**src/rtl/vga_timing_gen.sv**
```systemverilog
// Parametrised raster timing generator with an internal pixel-clock divider.
// Produces registered sync/blank/enable, pixel coordinates and line/frame strobes.
module vga_timing_gen #(
    parameter int H_ACTIVE = 640,
    parameter int H_FP     = 16,
    parameter int H_SYNC   = 96,
    parameter int H_BP     = 48,
    parameter int V_ACTIVE = 480,
    parameter int V_FP     = 10,
    parameter int V_SYNC   = 2,
    parameter int V_BP     = 33,
    parameter bit HS_POL   = 1'b0,
    parameter bit VS_POL   = 1'b0,
    parameter int PIX_DIV  = 1,
    parameter int XW       = 11,
    parameter int YW       = 10
) (
    input  logic          CLK,
    input  logic          RST,
    output logic          pix_tick,
    output logic          HS,
    output logic          VS,
    output logic          de,
    output logic          blank,
    output logic [XW-1:0] x,
    output logic [YW-1:0] y,
    output logic          line_start,
    output logic          frame_start
);

    localparam int H_TOTAL = H_ACTIVE + H_FP + H_SYNC + H_BP;
    localparam int V_TOTAL = V_ACTIVE + V_FP + V_SYNC + V_BP;
    localparam int DW      = (PIX_DIV > 1) ? $clog2(PIX_DIV) : 1;

    localparam logic [DW-1:0] L_D_LAST = DW'(PIX_DIV - 1);
    localparam logic [XW-1:0] L_H_LAST = XW'(H_TOTAL - 1);
    localparam logic [XW-1:0] L_H_ACT  = XW'(H_ACTIVE);
    localparam logic [XW-1:0] L_HS_BEG = XW'(H_ACTIVE + H_FP);
    localparam logic [XW-1:0] L_HS_END = XW'(H_ACTIVE + H_FP + H_SYNC);
    localparam logic [YW-1:0] L_V_LAST = YW'(V_TOTAL - 1);
    localparam logic [YW-1:0] L_V_ACT  = YW'(V_ACTIVE);
    localparam logic [YW-1:0] L_VS_BEG = YW'(V_ACTIVE + V_FP);
    localparam logic [YW-1:0] L_VS_END = YW'(V_ACTIVE + V_FP + V_SYNC);

    if (H_ACTIVE < 1 || H_FP < 1 || H_SYNC < 1 || H_BP < 1 ||
        V_ACTIVE < 1 || V_FP < 1 || V_SYNC < 1 || V_BP < 1 || PIX_DIV < 1) begin : g_bad_timing
        $error("vga_timing_gen: all timing values and PIX_DIV must be >= 1");
    end
    if ((H_TOTAL - 1) >= (1 << XW) || (V_TOTAL - 1) >= (1 << YW)) begin : g_bad_width
        $error("vga_timing_gen: XW/YW too narrow for H_TOTAL/V_TOTAL");
    end

    logic [DW-1:0] r_d;
    logic [XW-1:0] r_h;
    logic [YW-1:0] r_v;
    logic          r_hs;
    logic          r_vs;
    logic          r_de;
    logic          r_blank;
    logic          r_ls;
    logic          r_fs;

    logic          w_tick;
    logic          w_h_wrap;
    logic          w_v_wrap;
    logic [XW-1:0] w_h_nxt;
    logic [YW-1:0] w_v_nxt;

    // Next-position logic; registered outputs are derived from the new (h,v).
    always_comb begin
        w_tick   = (r_d == L_D_LAST) & ~RST;
        w_h_wrap = (r_h == L_H_LAST);
        w_v_wrap = (r_v == L_V_LAST);
        if (w_h_wrap) begin
            w_h_nxt = '0;
        end else begin
            w_h_nxt = r_h + XW'(1);
        end
        if (!w_h_wrap) begin
            w_v_nxt = r_v;
        end else if (w_v_wrap) begin
            w_v_nxt = '0;
        end else begin
            w_v_nxt = r_v + YW'(1);
        end
    end

    // Divider, counters and all timing outputs.
    always_ff @(posedge CLK) begin
        if (RST) begin
            r_d     <= '0;
            r_h     <= '0;
            r_v     <= '0;
            r_hs    <= ~HS_POL;
            r_vs    <= ~VS_POL;
            r_de    <= 1'b1;
            r_blank <= 1'b0;
            r_ls    <= 1'b0;
            r_fs    <= 1'b0;
        end else if (w_tick) begin
            r_d     <= '0;
            r_h     <= w_h_nxt;
            r_v     <= w_v_nxt;
            r_hs    <= ((w_h_nxt >= L_HS_BEG) && (w_h_nxt < L_HS_END)) ? HS_POL : ~HS_POL;
            r_vs    <= ((w_v_nxt >= L_VS_BEG) && (w_v_nxt < L_VS_END)) ? VS_POL : ~VS_POL;
            r_de    <= (w_h_nxt < L_H_ACT) && (w_v_nxt < L_V_ACT);
            r_blank <= ~((w_h_nxt < L_H_ACT) && (w_v_nxt < L_V_ACT));
            r_ls    <= w_h_wrap;
            r_fs    <= w_h_wrap & w_v_wrap;
        end else begin
            // Strobes last one CLK, not one pixel period.
            r_d     <= r_d + DW'(1);
            r_ls    <= 1'b0;
            r_fs    <= 1'b0;
        end
    end

    assign pix_tick    = w_tick;
    assign HS          = r_hs;
    assign VS          = r_vs;
    assign de          = r_de;
    assign blank       = r_blank;
    assign x           = r_h;
    assign y           = r_v;
    assign line_start  = r_ls;
    assign frame_start = r_fs;

endmodule

```
**config.mk**
```make
export PLATFORM = sky130hd
export DESIGN_NAME = vga_timing_gen
export DESIGN_NICKNAME = d
export VERILOG_FILES = /design/src/rtl/vga_timing_gen.sv
export SDC_FILE = /design/constraint.sdc
export NUM_CORES = 1
export LEC_CHECK = 0
export CORE_MARGIN = 5
export CORE_UTILIZATION = 55
export DETAILED_ROUTE_END_ITERATION = 8
export PLACE_DENSITY = 0.83
export RECOVER_POWER = 25
export SYNTH_ARGS = -nofsm -noshare
export SYNTH_HDL_FRONTEND = slang
export SYNTH_SLANG_ARGS = --single-unit
export TNS_END_PERCENT = 30
```
**constraint.sdc**
```tcl
create_clock -name CLK -period 5 [get_ports CLK]
set_clock_uncertainty 0.05 [all_clocks]
set_input_delay 0.75 -clock CLK [delete_from_list [all_inputs] [get_ports CLK]]
set_output_delay 0.75 -clock CLK [all_outputs]
set_load 0.1 [all_outputs]
```
==> impl_metrics.toml <==
[finish]
nets = 244
final_area_um2 = 1970
drive_gt1_frac = 0.0466
fillers = 302
multi_input_area_um2 = 1020
regArea_um2 = 561
final_cells = 280
finalCoreUtilization = 0.646
area_delta_synth_final_pct = 13.2
num_antenna_cells = 0

[synth]
synth-compound-area-share = 0.174
synth_area_per_cell_um2 = 7.92
synthMuxAreaShare = 0.0115
synth_ff_type = "dfxtp_1"
ys.warnings.count = 0
synth_top_area_cell = "dfxtp_1"
synth-xor-area-share = 0.0402
yosys-top-cells-count = "33 x nor2_1, 28 x dfxtp_1, 18 x nand2_1"
ys_seq_area_frac = 0.322
synth_edf_count = 0
synth_fp_nets = 226
netlist_area_um2 = 1740
yosysMostFrequentCell = "nor2_1"
synth_area_leaders = "dfxtp_1 32%, nor2_1 7.1%, a21oi_1 4.0%, nand2_1 3.9%, nand3_1 3.4%"
synth_top_family_by_area = "simple AND/OR/NAND/NOR gates"
synth-simple-area-share = 0.338
ys_async_sr_fraction = 0
ys_ff_latch = 28
synthAdderAreaFrac = 0.0287
synth_cell_type_count = 54
synth.top_cell.area_share = 0.322
synthCells = 220

[global_route]
grt_util_met3 = 0.0374
gr-usage-all-layers = 0.194
antenna_found_initial = 0
met2_usage = 0.300
grt_remaining_overflow = 0
busiest_layer = "met2"
gr-usage-met1 = 0.284
grt_pass1_vias = 1453
grt_pass1_wl_um = 6730
grt_max_degree = 26

[worst_setup_path]
rrSetupSlack_ps = 1850
cp_top_family = "buffers and inverters"
crit_chain = "dlygate4sd3_1, clkbuf_1, or2_2, inv_1, buf_4"
critPathCaptureType = "output pin"
slowest_delay_ps = 790
critPathLaunchType = "primary input"
r2r_end = "de"
critPathBufInv = 4
required_ps = 4200
path_class = "in -> out"
ff2ff_path_depth = 7
cpMaxStageDelayCell = "clkbuf_1"
path_depth = 5
crit_fanout = 25
critPathCapture = "pix_tick"
crit_start = "RST"
r2r-start = "x[0]"
arrival_ps = 2640

[placement]
dp.final_hpwl_um = 2870
place_ws_ps = 2120
placed_cells = 277
gp_congestion = 0.858
portBuffers = 29
post_dp_cell_area_um2 = 1970

[pwr]
power.switching_mw = 0.104
switching_share = 0.282
p_int_mw = 0.266
p_per_area_nw_per_um2 = 187
clkPwrFrac = 0.251
seqPwrFrac = 0.629
power.leakage_nw = 0.652
p_comb_frac = 0.120
ir_worst_vdd_mv = 0.184
p_total_mw = 0.370

[clock_network]
ctsHtreeMaxLevel = 1
cts_sinks = 28
ctsLongestPathBuffers = 2
cts_root_buf = "clkbuf_4"
path_clk_slew_ps = 150
holdBufCountCts = 0
cts_tree = "yes"
cts_buffers = 3
post_cts_buffers = 0
clk_latency_ps = 330
cts_resized = 0

[floorplan]
std_cell_rows = 20
fp.dieW_um = 66.3
start_util = 0.571
io-pin-count = 30
core-area_um2 = 3050
die-area_um2 = 4400
die_h_um = 66.3

[timing]
timing.final.setup_violations = 0
rsz0062_at_grt = "false"
post-route-period-util = 0.688
tns_ps = 0
max_slew_margin = 0.158
worst_slack_ps = 1560
max_freq_mhz = 291
fin_hold_ws_ps = 446
max_slew.worst_pin.slew_ps = 1250
period_minus_slack_ps = 3440
slew_viol_final = 0
hold_viol = 0

[route]
vias = 1662
first_pass_iters = 4
drtIter0Drc = 104
routedWlPerCell_um = 14.1
antenna_left = 0
drt-total-wl_um = 3960
vias_per_cell = 5.94
route.detailed.drc = 0

[flow_run]
maxCapViolCount = 0

[worst_hold_path]
min_path_type = "reg -> reg"

[outcome]
status = "finished, final reports clean"
==> cell usage in the layout, fill, tap and decap left out, types with 3 or more instances in the layout <==
| cell type | n |
|---|---|
| nor2_1 | 33 |
| dfxtp_1 | 28 |
| clkdlybuf4s50_1 | 27 |
| nand2_1 | 18 |
| a21oi_1 | 14 |
| nand3_1 | 12 |
| o21ai_0 | 11 |
| nor3_1 | 11 |
| nand4_1 | 6 |
| xnor2_1 | 6 |
| inv_1 | 5 |
| a31oi_1 | 5 |
| and4_1 | 4 |
| ha_1 | 4 |
| or3_1 | 3 |
| o31ai_1 | 3 |
| or4_1 | 3 |
| clkbuf_4 | 3 |
==> routing by layer <==
layer,up-vias,share of wire
met5,-,0
met4,0,0.0061
met2,65,0.44
met3,4,0.075
li1,829,-
met1,764,0.48
==> final cells by class <==
| class | count | area share |
|---|---|---|
| inverter | 6 | 0.0114 |
| tap | 44 | 0.0279 |
| multi-input combinational | 169 | 0.517 |
| sequential | 28 | 0.284 |
| clock buffer | 3 | 0.0114 |
| timing repair buffer | 30 | 0.148 |
==> sequential cells by signal, indices dropped and copies added, names as in the netlist <==
| signal | flops |
|---|---|
| HS | 1 |
| y | 10 |
| blank | 1 |
| frame_start | 1 |
| x | 11 |
| de | 1 |
| r_d | 1 |
| VS | 1 |
| line_start | 1 |
==> worst min-delay path by stage <==
stage	startpoint	to	slack, ps	cells after the start
2_1_floorplan	r_d	y[4]	570	3
3_3_place_gp	de	de	410	1
3_5_place_dp	de	de	400	1
4_1_cts	de	de	450	1
5_1_grt	HS	HS	480	2
6_report	HS	HS	450	2
==> kinds of logic (layout without fill, tap and decap cells) <==
family	after synthesis	after routing
DFF	28	28
muxes	2	2
xor gates and xnor gates	8	8
buffers and inverters	23	39
and+or+nand+nor	107	107
adders and majority gates	4	4
AOI/OAI and AO/OA	47	47
other	1	1
==> worst register-to-register path, cell delays in order (launching register included) <==
cell	delay, ps
dfxtp_1	460
ha_1	240
nand4_1	240
nor3_1	1070
nand3b_1	140
a2111o_1	470
nor4bb_4	160
a211o_1	230
==> power by group through the flow <==
stage | sequential (mW) | combinational [mW] | clock [mW]
after global placement | 0.237 | 0.0446 | 0
after CTS | 0.233 | 0.0452 | 0.0961
after detailed placement | 0.238 | 0.0451 | 0
final | 0.233 | 0.0445 | 0.0927
after floorplan | 0.255 | 0.0184 | 0
after global routing | 0.234 | 0.0470 | 0.107
Note: power is estimated with default switching activity, not from simulation.
